`src/rtl/hazard_pkg.sv`:
```
// Shared definitions for the hazard scoreboard: default field width, stage indices
// and the scoreboard entry type.
package hazard_pkg;

    localparam int TW_DEF = 2;

    // Entry fields are sized for the widest supported configuration; narrower
    // register/latency fields are zero-extended into them.
    localparam int AW_MAX = 8;
    localparam int TW_MAX = 4;

    localparam int STG_E = 0;
    localparam int STG_M = 1;
    localparam int STG_W = 2;
    localparam int NSTG  = 3;

    typedef struct packed {
        logic              we;
        logic [AW_MAX-1:0] dst;
        logic [TW_MAX-1:0] tnew;
    } sb_entry_t;

    function automatic sb_entry_t sb_advance(input sb_entry_t ent);
        sb_entry_t nxt;
        nxt = ent;
        if (ent.tnew != '0) begin
            nxt.tnew = ent.tnew - TW_MAX'(1);
        end
        return nxt;
    endfunction

endpackage

```
`src/rtl/hazard_fwd_mux.sv`:
```
// Priority match-and-select of one operand against the E/M/W scoreboard entries.
// The youngest enabled matching producer wins; its Tnew is reported for stall decisions.
module hazard_fwd_mux import hazard_pkg::*; #(
    parameter int DATA_W = 32
) (
    input  logic [AW_MAX-1:0] src,
    input  sb_entry_t         ent [NSTG],
    input  logic [NSTG-1:0]   en,
    input  logic [DATA_W-1:0] wd [NSTG],
    input  logic [DATA_W-1:0] raw,
    output logic [DATA_W-1:0] fwd,
    output logic [TW_MAX-1:0] win_tnew
);

    // Walk oldest to youngest so a younger match overrides an older one.
    always_comb begin
        fwd      = raw;
        win_tnew = '0;
        for (int i = NSTG - 1; i >= 0; i--) begin
            if (en[i] && ent[i].we && (ent[i].dst == src) && (src != '0)) begin
                win_tnew = ent[i].tnew;
                fwd      = (ent[i].tnew == '0) ? wd[i] : raw;
            end
        end
    end

endmodule

```
`src/rtl/hazard_scoreboard.sv`:
```
// Tnew/Tuse hazard scoreboard with D/E/M operand bypassing and D-stage stall.
// Define HAZARD_MD_EN to compile in the mult/div busy counter and its stall term.
module hazard_scoreboard import hazard_pkg::*; #(
    parameter int DATA_W   = 32,
    parameter int AW       = 5,
    parameter int NSRC     = 2,
    parameter int TW       = TW_DEF,
    parameter int MULT_LAT = 5,
    parameter int DIV_LAT  = 10
) (
    input  logic                   clk,
    input  logic                   reset,
    input  logic                   d_valid,
    input  logic [NSRC*AW-1:0]     d_src,
    input  logic [NSRC*TW-1:0]     d_tuse,
    input  logic [AW-1:0]          d_dst,
    input  logic                   d_we,
    input  logic [TW-1:0]          d_tnew,
    input  logic                   d_md_start,
    input  logic                   d_md_div,
    input  logic                   d_md_use,
    input  logic [NSRC*DATA_W-1:0] d_rd,
    input  logic [NSRC*DATA_W-1:0] e_op,
    input  logic [NSRC*DATA_W-1:0] m_op,
    input  logic [DATA_W-1:0]      e_wd,
    input  logic [DATA_W-1:0]      m_wd,
    input  logic [DATA_W-1:0]      w_wd,
    output logic                   stall,
    output logic [NSRC*DATA_W-1:0] d_fwd,
    output logic [NSRC*DATA_W-1:0] e_fwd,
    output logic [NSRC*DATA_W-1:0] m_fwd,
    output logic                   md_busy
);

    sb_entry_t         sb [NSTG];
    sb_entry_t         d_entry;
    logic [AW-1:0]     e_src [NSRC];
    logic [AW-1:0]     m_src [NSRC];
    logic [DATA_W-1:0] stage_wd [NSTG];
    logic [TW_MAX-1:0] d_win_tnew [NSRC];
    logic              data_hazard;
    logic              md_stall;
    logic              accept;

    assign stage_wd[STG_E] = e_wd;
    assign stage_wd[STG_M] = m_wd;
    assign stage_wd[STG_W] = w_wd;

    always_comb begin
        d_entry               = '0;
        d_entry.we            = d_we;
        d_entry.dst[AW-1:0]   = d_dst;
        d_entry.tnew[TW-1:0]  = d_tnew;
    end

    // D compares against all three entries, E against M/W, M against W only.
    for (genvar i = 0; i < NSRC; i++) begin : g_src
        logic [TW_MAX-1:0] unused_e_tnew;
        logic [TW_MAX-1:0] unused_m_tnew;

        hazard_fwd_mux #(.DATA_W(DATA_W)) u_d_mux (
            .src      (AW_MAX'(d_src[i*AW +: AW])),
            .ent      (sb),
            .en       (3'b111),
            .wd       (stage_wd),
            .raw      (d_rd[i*DATA_W +: DATA_W]),
            .fwd      (d_fwd[i*DATA_W +: DATA_W]),
            .win_tnew (d_win_tnew[i])
        );

        hazard_fwd_mux #(.DATA_W(DATA_W)) u_e_mux (
            .src      (AW_MAX'(e_src[i])),
            .ent      (sb),
            .en       (3'b110),
            .wd       (stage_wd),
            .raw      (e_op[i*DATA_W +: DATA_W]),
            .fwd      (e_fwd[i*DATA_W +: DATA_W]),
            .win_tnew (unused_e_tnew)
        );

        hazard_fwd_mux #(.DATA_W(DATA_W)) u_m_mux (
            .src      (AW_MAX'(m_src[i])),
            .ent      (sb),
            .en       (3'b100),
            .wd       (stage_wd),
            .raw      (m_op[i*DATA_W +: DATA_W]),
            .fwd      (m_fwd[i*DATA_W +: DATA_W]),
            .win_tnew (unused_m_tnew)
        );
    end

    always_comb begin
        data_hazard = 1'b0;
        for (int i = 0; i < NSRC; i++) begin
            if (d_win_tnew[i] > TW_MAX'(d_tuse[i*TW +: TW])) begin
                data_hazard = 1'b1;
            end
        end
    end

    assign stall  = (d_valid && data_hazard) || md_stall;
    assign accept = d_valid && !stall;

    always_ff @(posedge clk or negedge reset) begin
        if (!reset) begin
            for (int s = 0; s < NSTG; s++) begin
                sb[s] <= '0;
            end
            for (int i = 0; i < NSRC; i++) begin
                e_src[i] <= '0;
                m_src[i] <= '0;
            end
        end else begin
            sb[STG_W] <= sb_advance(sb[STG_M]);
            sb[STG_M] <= sb_advance(sb[STG_E]);
            sb[STG_E] <= accept ? d_entry : '0;
            for (int i = 0; i < NSRC; i++) begin
                m_src[i] <= e_src[i];
                e_src[i] <= accept ? d_src[i*AW +: AW] : '0;
            end
        end
    end

`ifdef HAZARD_MD_EN
    localparam int MD_MAX = (DIV_LAT > MULT_LAT) ? DIV_LAT : MULT_LAT;
    localparam int CW     = $clog2(MD_MAX + 1);

    logic [CW-1:0] md_count;
    logic          e_md_start;
    logic          e_md_div;

    // The unit starts counting as the op leaves E; the E-stage flag covers the gap.
    always_ff @(posedge clk or negedge reset) begin
        if (!reset) begin
            md_count   <= '0;
            e_md_start <= 1'b0;
            e_md_div   <= 1'b0;
        end else begin
            e_md_start <= accept && d_md_start;
            e_md_div   <= accept && d_md_div;
            if (e_md_start) begin
                md_count <= e_md_div ? CW'(DIV_LAT) : CW'(MULT_LAT);
            end else if (md_count != '0) begin
                md_count <= md_count - CW'(1);
            end
        end
    end

    assign md_busy  = (md_count != '0);
    assign md_stall = d_valid && d_md_use && (md_busy || e_md_start);
`else
    localparam int unused_md_lat = MULT_LAT + DIV_LAT;
    logic unused_md;

    assign unused_md = ^{d_md_start, d_md_div, d_md_use};
    assign md_busy   = 1'b0;
    assign md_stall  = 1'b0;
`endif

endmodule

```
`config.mk`:
```
export PLATFORM = sky130hd
export DESIGN_NAME = hazard_scoreboard
export DESIGN_NICKNAME = d
export VERILOG_FILES = /design/src/rtl/hazard_pkg.sv /design/src/rtl/hazard_fwd_mux.sv /design/src/rtl/hazard_scoreboard.sv
export SDC_FILE = /design/constraint.sdc
export NUM_CORES = 1
export LEC_CHECK = 0
export CELL_PAD_IN_SITES_DETAIL_PLACEMENT = 0
export CELL_PAD_IN_SITES_GLOBAL_PLACEMENT = 1
export CORE_AREA = 2 2 200 202
export DETAILED_ROUTE_END_ITERATION = 8
export DIE_AREA = 0 0 202 204
export PLACE_DENSITY = 0.76
export SYNTH_ARGS = -nofsm -noshare
export SYNTH_HDL_FRONTEND = slang
export SYNTH_SLANG_ARGS = --single-unit
```
`constraint.sdc`:
```
create_clock -name clk -period 4.1 [get_ports clk]
set_input_delay 0.615 -clock clk [delete_from_list [all_inputs] [get_ports clk]]
set_output_delay 0.615 -clock clk [all_outputs]
set_load 0.005 [all_outputs]
```
==> impl_metrics.py, run 1 <==
metrics = {
    "outcome": {
        "status": "finished clean",
    },
    "run": {
        "drv_cap": 0,
    },
    "placed_design": {
        "hpwl_um": 34370,
        "io_buffers": 505,
        "gp_congestion": 0.8497,
    },
    "floorplanning": {
        "core_region_area_um2": 39180,
        "num_io_pins": 510,
        "die_x_um": 202,
        "dieArea_um2": 41210,
        "fp.dieH_um": 204,
        "start_util_pct": 19.44,
        "rows": 73,
    },
    "cts": {
        "htreeDepth": 2,
        "cts.sinks": 47,
        "cts_tree": "yes",
        "root_buffer": "clkbuf_16",
        "ctsLongestPathBuffers": 2,
        "tritoncts.num_buffers": 5,
        "clkTransAtPathRegs_ns": 0.07,
        "clk_latency_ns": 0.29,
    },
    "routing": {
        "antenna_left": 0,
        "vias_per_cell": 4.915,
        "wl_per_cell_um": 23.01,
        "routed_wl_um": 44480,
        "drc_errors": 0,
        "drtIter0Drc": 557,
        "dr.pass1.iters": 5,
        "vias": 9501,
    },
    "setup_path": {
        "arrival_ns": 3.37,
        "cp-end-kind": "output pin",
        "critPathRequiredTime_ns": 3.48,
        "crit_path_start_kind": "primary input",
        "worstPathMaxFanout": 16,
        "path_class": "primary input to output pin",
    },
    "synth": {
        "avgSynthCellArea_um2": 8.609,
        "synth_edf_count": 0,
        "synth.area.top_cells": "dfrtp_1, a221oi_2, mux2_2",
        "async_flop_share_pct": 100.0,
        "yosys_warnings": 0,
        "synth_ff_type": "dfrtp_1",
        "synth_top_area_share_pct": 15.44,
        "syn_inst": 885,
        "syn_area_um2": 7619,
        "seq_area_frac_synth_pct": 15.44,
        "yosysTopAreaCell": "dfrtp_1",
        "ys_ff_latch": 47,
        "yosysUniqueCellTypes": 52,
    },
    "sta": {
        "drv_slew": 0,
        "tightest_slew_ns": 1.007,
        "skew_ns": 0.004955,
        "fin_crit_ns": 3.981,
        "rsz0062_at_grt": "no",
        "max_freq_mhz": 251.2,
        "finalSetupViolations": 0,
        "whs_ns": 0.4191,
        "slew_headroom_pct": 32.86,
        "timing.final.crit_share_pct": 97.10,
        "hold_violations": 0,
    },
    "layout": {
        "regArea_um2": 1176,
        "fillers": 4004,
        "multi_input_area_um2": 6063,
        "areaGrowthSynthToFinish_pct": 83.92,
        "insertedDiodeCount": 0,
        "drive_above_1_share_pct": 20.81,
        "fin_util_pct": 35.76,
        "nets": 1729,
    },
    "global_route": {
        "grt_pass1_wl_um": 63950,
        "track_usage_pct": 20.31,
        "grt_pass1_vias": 9762,
        "grt_max_degree": 67,
        "antenna_found_initial": 1,
        "grt_overflow": 0,
    },
    "hold_path": {
        "hold_class": "flip-flop to flip-flop",
    },
    "power": {
        "power.density_nw_per_um2": 152.8,
        "ir_drop_mv": 0.1373,
        "leakagePower_nw": 4.993,
        "finalPower_mw": 2.140,
    },
}
[stage by stage]
stage / cell area (um2) / cells / setup WS, ns / setup TNS [ns]
6_report: 14010 / 1933 / 0.1188 / 0
3_5_place_dp: 13670 / 1909 / -0.3340 / -8.590
5_1_grt: 14010 / 1933 / 0.008365 / 0
3_3_place_gp: 13670 / 1909 / -0.3137 / -7.792
2_1_floorplan: 7622 / 886 / 0.5049 / 0
4_1_cts: 13880 / 1921 / 0.005846 / 0
[state kept, by name, indices dropped and copies added (netlist names)]
name / cells
m_src: 10
sb: 27
e_src: 10
[report_power, final]
part           leakage (nW)  switching [mW]  internal (mW)
Clock                0.0723           0.187          0.232
Combinational          4.30           0.493          0.685
Sequential            0.618          0.0496          0.493
[final timing paths]
path / startpoint / end / slack (ns) / depth (start not counted)
min in group asynchronous: reset / e_src[0]$_DFF_PN0_ / 0.49 / 1
max reg2reg: sb[18]$_DFF_PN0_ / e_src[6]$_DFF_PN0_ / 1.31 / 13
max in group asynchronous: reset / sb[33]$_DFF_PN0_ / 2.99 / 1
min reg2reg: sb[38]$_DFF_PN0_ / sb[25]$_DFF_PN0_ / 0.42 / 0
max: d_src[7] / d_fwd[50] / 0.12 / 9
min: sb[38]$_DFF_PN0_ / sb[25]$_DFF_PN0_ / 0.42 / 0
[kinds of logic after synthesis]
kind of cell | Yosys count | synth area share, %
compound gates | 275 | 31.98
simple gates | 273 | 19.72
mux | 131 | 18.26
buf+inv | 93 | 6.783
xor+xnor | 59 | 6.783
flops | 47 | 15.44
fa+ha+maj | 6 | 0.9854
other cells | 1 | 0.04922
[timing repair]
item / in CTS / in global routing
pin swaps: 7 / 13
setup endpoints to repair: 40 / 56
hold buffers: 0 / 0
gates resized for setup: 12 / 14
setup buffers: 3 / 12
gates cloned: 1 / 0
[cell usage after synthesis, types with 6 or more instances]
library cell	n
o22ai_1	32
nand4_1	6
nand3_1	6
dfrtp_1	47
nand2b_1	32
buf_6	12
a21oi_1	75
buf_4	6
xor2_1	19
buf_2	17
ha_1	6
and2_1	67
xnor2_1	40
nor2_1	91
a211oi_1	64
inv_1	6
a221oi_2	60
mux2i_1	67
nand2_1	28
o221a_2	32
nor3_1	7
mux2_2	60
clkbuf_1	46
[cell type report]
class                   instances  area share [%]
clock buffers                   5          0.8929
clock inverters                 3          0.1964
inverters                       8          0.2322
multi-input cells             747           43.27
flip-flops and latches         47           8.394
well taps                     525           4.688
repair buffers                598           42.33
[metal layers]
| metal | global-route usage, % | wire [um] |
|---|---|---|
| met5 | 0 | 0 |
| met4 | 3.808 | 834 |
| met3 | 2.710 | 2787 |
| met2 | 34.99 | 21520 |
| met1 | 27.19 | 19340 |
[critical path, cell delays in order]
cell and delay (ns):
clkdlybuf4s50_1 0.43, buf_4 0.17, xor2_1 0.15, or4_4 0.54, buf_4 0.17, and2_4 0.23
buf_12 0.20, a221oi_2 0.29, clkdlybuf4s50_1 0.55
[layout by cell type, fill, tap and decap left out, drive strengths merged, types with 3 or more instances in the layout]
cell type,n
clkdlybuf4s50,493
dlygate4sd2,6
a211oi,64
a21oi,75
mux2i,67
clkbuf,5
nand4,6
a221oi,64
nand3,6
inv,10
or2b,3
buf,94
dfrtp,47
xor2,19
dlymetal6s2s,5
o22ai,32
xnor2,40
nor3,9
o221a,32
mux2,64
nand2,28
nor2,97
or4,5
nor4,9
ha,6
nand2b,32
nand4b,4
and2,69
No activity file was read; power rests on OpenSTA's default activity.
==> inputs of run 2 (changes only) <==
--- a/config.mk
+++ b/config.mk
@@ -7,10 +7,10 @@
 export LEC_CHECK = 0
 export CELL_PAD_IN_SITES_DETAIL_PLACEMENT = 0
 export CELL_PAD_IN_SITES_GLOBAL_PLACEMENT = 1
-export CORE_AREA = 2 2 200 202
+export CORE_AREA = 2 2 198 200
 export DETAILED_ROUTE_END_ITERATION = 8
-export DIE_AREA = 0 0 202 204
-export PLACE_DENSITY = 0.76
+export DIE_AREA = 0 0 200 202
+export PLACE_DENSITY = 0.78
 export SYNTH_ARGS = -nofsm -noshare
 export SYNTH_HDL_FRONTEND = slang
 export SYNTH_SLANG_ARGS = --single-unit
==> constraint.sdc (replaced) <==
create_clock -name clk -period 4.8 [get_ports clk]
set_input_delay 0.72 -clock clk [delete_from_list [all_inputs] [get_ports clk]]
set_output_delay 0.72 -clock clk [all_outputs]
set_load 0.005 [all_outputs]
==> run 2 against run 1 <==
  * Utilization is 0.66 points lower
  * Combinational power is 17% lower
  * Sequential cell count stayed put
  * First-iteration DRC count grew 5.0%
  * Sequential power fell by 15%
  * Worst setup slack better by 0.050 ns
  * Register-to-register slack improved by 0.63 ns
  * Total power is 16% lower
  * Critical path depth grew 5
  * Non-clock buffer count shrank 54
  * Clock skew about the same
  * Hold slack got worse by 0.00051 ns
  * Largest power group unchanged
==> impl_metrics.py, run 2 (synthesized netlist as in run 1, its figures left out) <==
metrics = {
    "hold_path": {
        "whs_path_depth": 0,
        "hold_start": "sb[38]$_DFF_PN0_",
        "hold_class": "flip-flop to flip-flop",
        "holdPathEnd": "sb[25]$_DFF_PN0_",
    },
    "sta": {
        "drv_slew": 0,
        "hold_violations": 0,
        "skew_ns": 0.005197,
        "timing.final.crit_share_pct": 96.49,
        "tightest_slew_ns": 1.129,
        "max_freq_mhz": 215.9,
        "setup_slack_ns": 0.1685,
        "slew_headroom_pct": 24.46,
        "fin_tns_setup_ns": 0,
        "fin_crit_ns": 4.632,
        "finalSetupViolations": 0,
        "rsz0062_at_grt": "no",
    },
    "global_route": {
        "track_usage_pct": 20.38,
        "antenna_found_initial": 2,
        "grt_pass1_vias": 9656,
        "grt_pass1_wl_um": 62240,
        "grt_overflow": 0,
        "grt_max_degree": 67,
    },
    "routing": {
        "drc_errors": 0,
        "routed_wl_um": 43570,
        "vias": 9346,
        "vias_per_cell": 4.993,
        "wl_per_cell_um": 23.27,
        "dr.pass1.iters": 5,
        "antenna_left": 0,
        "drtIter0Drc": 585,
    },
    "floorplanning": {
        "dieArea_um2": 40400,
        "rows": 72,
        "start_util_pct": 19.90,
        "num_io_pins": 510,
        "die_x_um": 200,
        "core_region_area_um2": 38290,
        "fp.dieH_um": 202,
    },
    "layout": {
        "final_cells": 1872,
        "fin_util_pct": 35.10,
        "reg_top3": "sb (27), e_src (10), m_src (10)",
        "mostFrequentLayoutCell": "clkdlybuf4s50_1",
        "largest_reg_flops": 27,
        "nets": 1674,
        "drive_above_1_share_pct": 17.22,
        "layout_common_cells": "clkdlybuf4s50_1, nor2_1, a21oi_1, and2_1, mux2i_1",
        "regMostFlops": "sb",
        "areaGrowthSynthToFinish_pct": 76.40,
    },
    "cts": {
        "cts_tree": "yes",
        "ctsHoldBuffers": 0,
        "tritoncts.num_buffers": 5,
        "cts.sinks": 47,
        "ctsLongestPathBuffers": 2,
        "clk_latency_ns": 0.29,
        "htreeDepth": 2,
        "clkTransAtPathRegs_ns": 0.07,
        "root_buffer": "clkbuf_16",
    },
    "power": {
        "ir_drop_mv": 0.1341,
        "finalPower_mw": 1.807,
        "power.density_nw_per_um2": 134.5,
        "leakagePower_nw": 4.674,
    },
    "setup_path": {
        "reg2reg_depth": 14,
        "path_class": "primary input to output pin",
        "cp-end-kind": "output pin",
        "reg2reg_to": "e_src[8]$_DFF_PN0_",
        "critPathRequiredTime_ns": 4.08,
        "slowest_delay_ns": 0.58,
        "crit_slowest_cell": "or4_4",
        "arrival_ns": 3.91,
        "r2r_setup_slack_ns": 1.94,
        "crit_chain": "clkdlybuf4s50_1, or4_4, nor2_4, nor4_4, buf_4, nand4b_1, a31oi_1, ha_1, a21oi_1, a21oi_1, nor2_2, o221ai_4, and2_1, clkdlybuf4s50_1",
        "worstPathMaxFanout": 7,
        "r2r_start": "sb[19]$_DFF_PN0_",
        "crit_path_start_kind": "primary input",
    },
    "run": {
        "drv_cap": 0,
    },
    "outcome": {
        "status": "finished clean",
    },
    "placed_design": {
        "dp_cells": 1860,
        "hpwl_um": 32570,
        "io_buffers": 505,
        "dp_slack_ns": 0.07916,
        "gp_congestion": 0.8290,
    },
}
[run 2: cell types whose count changed in the layout (fill, tap and decap cells not counted), sizes merged]
cell	previous run	this run
diode	0	1
clkdlybuf4s50	493	498
nor2	97	96
buf	94	40
dlygate4sd2	6	0
dlymetal6s2s	5	6
[run 2: what timing repair did]
| action | CTS | global route |
|---|---|---|
| gates resized for setup | 0 | 8 |
| setup buffers | 0 | 3 |
| endpoints found under the setup margin | 0 | 15 |
[run 2: power breakdown]
group          total [mW]  switching (mW)  internal [mW]
clock               0.360           0.161          0.199
sequential          0.462          0.0416          0.421
combinational       0.985           0.414          0.571
total                1.81           0.617           1.19
[run 2: how the worst max path moves through the flow]
| stage | cells after the start | end | from |
|---|---|---|---|
| 3_5_place_dp | 9 | d_fwd[11] | d_src[3] |
| 4_1_cts | 9 | d_fwd[33] | d_src[8] |
| 2_1_floorplan | 13 | stall | d_src[6] |
| 6_report | 14 | stall | d_src[6] |
| 3_3_place_gp | 13 | stall | d_src[3] |
| 5_1_grt | 9 | d_fwd[11] | d_src[0] |
[run 2: final cells by class]
cell class,count,area (um2)
fillers,3970,24850
multi-input cells,746,6022
repair buffers,544,5408
flip-flops and latches,47,1176
well taps,518,648.1
clock buffers,5,125.1
inverters,8,30.03
clock inverters,3,27.53
diodes,1,2.502
[run 2: per-layer routing]
| layer | vias up | track usage [%] | routed length (um) |
|---|---|---|---|
| li1 | 4308 | - | - |
| met1 | 4571 | 26.23 | 18670 |
| met2 | 408 | 35.52 | 21180 |
| met3 | 57 | 3.204 | 2972 |
| met4 | 2 | 4.550 | 727 |
| met5 | - | 0 | 13 |
[run 2: critical path, delay by kind of cell]
| kind | cells | cell delay (ns) |
|---|---|---|
| simple gates | 6 | 1.30 |
| compound gates | 4 | 0.57 |
| buf+inv | 3 | 1.06 |
| fa+ha+maj | 1 | 0.27 |
[run 2: per-stage QoR]
stage	hold WS, ns	cell area (um2)
floorplan	0.3519	7622
global placement	0.4059	13240
detailed placement	0.4087	13240
CTS	0.4244	13390
global route	0.4446	13440
finish	0.4186	13440
==> inputs of run 3 (changes only) <==
--- a/config.mk
+++ b/config.mk
@@ -10,7 +10,7 @@
 export CORE_AREA = 2 2 198 200
 export DETAILED_ROUTE_END_ITERATION = 8
 export DIE_AREA = 0 0 200 202
-export PLACE_DENSITY = 0.78
+export PLACE_DENSITY = 0.66
 export SYNTH_ARGS = -nofsm -noshare
 export SYNTH_HDL_FRONTEND = slang
 export SYNTH_SLANG_ARGS = --single-unit
==> run 3 against run 2 <==
  * Cell area is 0.48% higher
  * Die area is the same
  * First-iteration DRC count down 15%
  * Utilization is 0.17 points higher
  * Sequential cell count stayed put
  * Global-route usage is 1.2 points higher
  * Sequential power about the same
  * Critical endpoint unchanged
  * Highest routed layer unchanged
==> impl_metrics.py, run 3 (synthesized netlist as in run 1, its figures left out) <==
metrics = {
    "outcome": {
        "status": "finished clean",
    },
    "placed_design": {
        "place_area_um2": 13300,
        "hpwl_um": 34440,
        "io_buffers": 505,
        "dp_slack_ns": 0.08193,
        "dp_cells": 1862,
        "gp_congestion": 0.8218,
    },
    "power": {
        "power.density_nw_per_um2": 137.6,
        "ir_drop_mv": 0.1794,
        "leakagePower_nw": 4.662,
        "p_seq_share_pct": 24.8,
        "finalPower_mw": 1.859,
        "power.net_switching_uw": 617.0,
        "p_int_mw": 1.242,
        "clkPwrFrac_pct": 21.7,
        "p_comb_share_pct": 53.5,
        "switching_share_pct": 33.20,
    },
    "setup_path": {
        "reg2reg_to": "e_src[2]$_DFF_PN0_",
        "worstPathMaxFanout": 7,
        "r2r_setup_slack_ns": 2.00,
        "critPathRequiredTime_ns": 4.08,
        "crit_end": "stall",
        "cp-end-kind": "output pin",
        "path_class": "primary input to output pin",
        "reg2reg_depth": 13,
        "crit_chain": "clkdlybuf4s50_1, or4_4, nor2_2, or4_4, inv_2, a21oi_1, a21oi_1, ha_1, inv_1, a21oi_1, a21oi_1, nor2_2, o221ai_4, and2_1, clkdlybuf4s50_1",
        "crit_path_start_kind": "primary input",
        "startpoint": "d_src[9]",
        "cp_common_cell": "a21oi_1",
        "slowest_delay_ns": 0.67,
        "crit_slowest_cell": "or4_4",
        "arrival_ns": 3.91,
        "r2r_start": "sb[20]$_DFF_PN0_",
    },
    "layout": {
        "reg_top3": "sb (27), e_src (10), m_src (10)",
        "layout_common_cells": "clkdlybuf4s50_1, nor2_1, a21oi_1, and2_1, mux2i_1",
        "areaGrowthSynthToFinish_pct": 77.25,
        "fillers": 3942,
        "fin_util_pct": 35.27,
        "regMostFlops": "sb",
        "nets": 1675,
        "final_cells": 1874,
        "mostFrequentLayoutCell": "clkdlybuf4s50_1",
        "drive_above_1_share_pct": 17.28,
        "final_area_um2": 13500,
        "largest_reg_flops": 27,
    },
    "sta": {
        "tightest_slew_ns": 1.078,
        "setup_slack_ns": 0.1650,
        "skew_ns": 0.002785,
        "slew_headroom_pct": 27.95,
        "drv_slew": 0,
        "fin_tns_setup_ns": 0,
        "finalSetupViolations": 0,
        "fin_crit_ns": 4.635,
        "max_freq_mhz": 215.8,
        "timing.final.crit_share_pct": 96.56,
        "whs_ns": 0.4078,
        "hold_violations": 0,
    },
    "global_route": {
        "grt_max_degree": 67,
        "track_usage_pct": 21.61,
        "use_met1_pct": 27.78,
        "antenna_found_initial": 5,
        "use_met2_pct": 37.38,
        "grt_overflow": 0,
        "grt_pass1_vias": 9777,
        "grt_pass1_wl_um": 65120,
        "busiest_layer": "met2",
        "met3_usage_pct": 3.354,
    },
    "floorplanning": {
        "die_x_um": 200,
        "fp.dieH_um": 202,
        "dieArea_um2": 40400,
        "rows": 72,
        "start_util_pct": 19.90,
        "core_region_area_um2": 38290,
        "num_io_pins": 510,
    },
    "cts": {
        "htreeDepth": 2,
        "clk_latency_ns": 0.29,
        "tritoncts.num_buffers": 5,
        "ctsLongestPathBuffers": 2,
        "ctsHoldBuffers": 0,
        "cts.sinks": 47,
        "clkTransAtPathRegs_ns": 0.07,
        "cts_tree": "yes",
        "root_buffer": "clkbuf_16",
    },
    "run": {
        "drv_cap": 0,
    },
    "routing": {
        "vias": 9347,
        "vias_per_cell": 4.988,
        "wl_per_cell_um": 24.62,
        "dr.pass1.iters": 5,
        "routed_wl_um": 46140,
        "drc_errors": 0,
        "antenna_left": 0,
        "drtIter0Drc": 495,
    },
    "hold_path": {
        "hold_class": "flip-flop to flip-flop",
    },
}
[run 3: layer usage]
| metal | vias to the layer above | part of all wire (%) |
|---|---|---|
| met5 | - | 0.059 |
| met4 | 4 | 2.1 |
| met3 | 53 | 7.3 |
| met2 | 410 | 48 |
| met1 | 4563 | 42 |
| li1 | 4317 | - |
[run 3: power by group through the flow]
| stage | clock network [mW] | logic (mW) | registers [mW] |
|---|---|---|---|
| 5_1_grt | 0.425 | 1.06 | 0.466 |
| 3_5_place_dp | 0 | 0.990 | 0.469 |
| 2_1_floorplan | 0 | 0.371 | 0.448 |
| 4_1_cts | 0.407 | 0.997 | 0.462 |
| 6_report | 0.403 | 0.993 | 0.462 |
| 3_3_place_gp | 0 | 0.984 | 0.469 |
[run 3: critical path: cells and delay by family]
family,cells,cell delay (ns)
adder cells (fa/ha/maj),1,0.16
AND/OR/NAND/NOR,5,1.24
AO/OA/AOI/OAI,5,0.53
buffers and inverters,4,1.27
[run 3: worst min-delay path by stage]
stage | from | to | slack [ns] | depth (start not counted)
3_5_place_dp | sb[38]$_DFF_PN0_ | sb[25]$_DFF_PN0_ | 0.40 | 0
5_1_grt | sb[38]$_DFF_PN0_ | sb[25]$_DFF_PN0_ | 0.42 | 0
3_3_place_gp | sb[38]$_DFF_PN0_ | sb[25]$_DFF_PN0_ | 0.41 | 0
6_report | sb[38]$_DFF_PN0_ | sb[25]$_DFF_PN0_ | 0.41 | 0
4_1_cts | sb[38]$_DFF_PN0_ | sb[25]$_DFF_PN0_ | 0.41 | 0
2_1_floorplan | sb[20]$_DFF_PN0_ | sb[7]$_DFF_PN0_ | 0.35 | 0
[run 3: layout make-up]
| class | count | area (um2) | area share (%) |
|---|---|---|---|
| Antenna cell | 2 | 5.005 | 0.03706 |
| Clock buffer | 5 | 125.1 | 0.9265 |
| Clock inverter | 3 | 46.29 | 0.3428 |
| Inverter | 8 | 30.03 | 0.2224 |
| Multi-Input combinational cell | 746 | 6027 | 44.63 |
| Sequential cell | 47 | 1176 | 8.709 |
| Tap cell | 518 | 648.1 | 4.799 |
| Timing Repair Buffer | 545 | 5446 | 40.33 |
[run 3: timing repair]
| item | 4_1_cts | 5_1_grt |
|---|---|---|
| endpoints found under the setup margin | 0 | 17 |
| setup buffers | 0 | 2 |
| resized for setup | 0 | 5 |
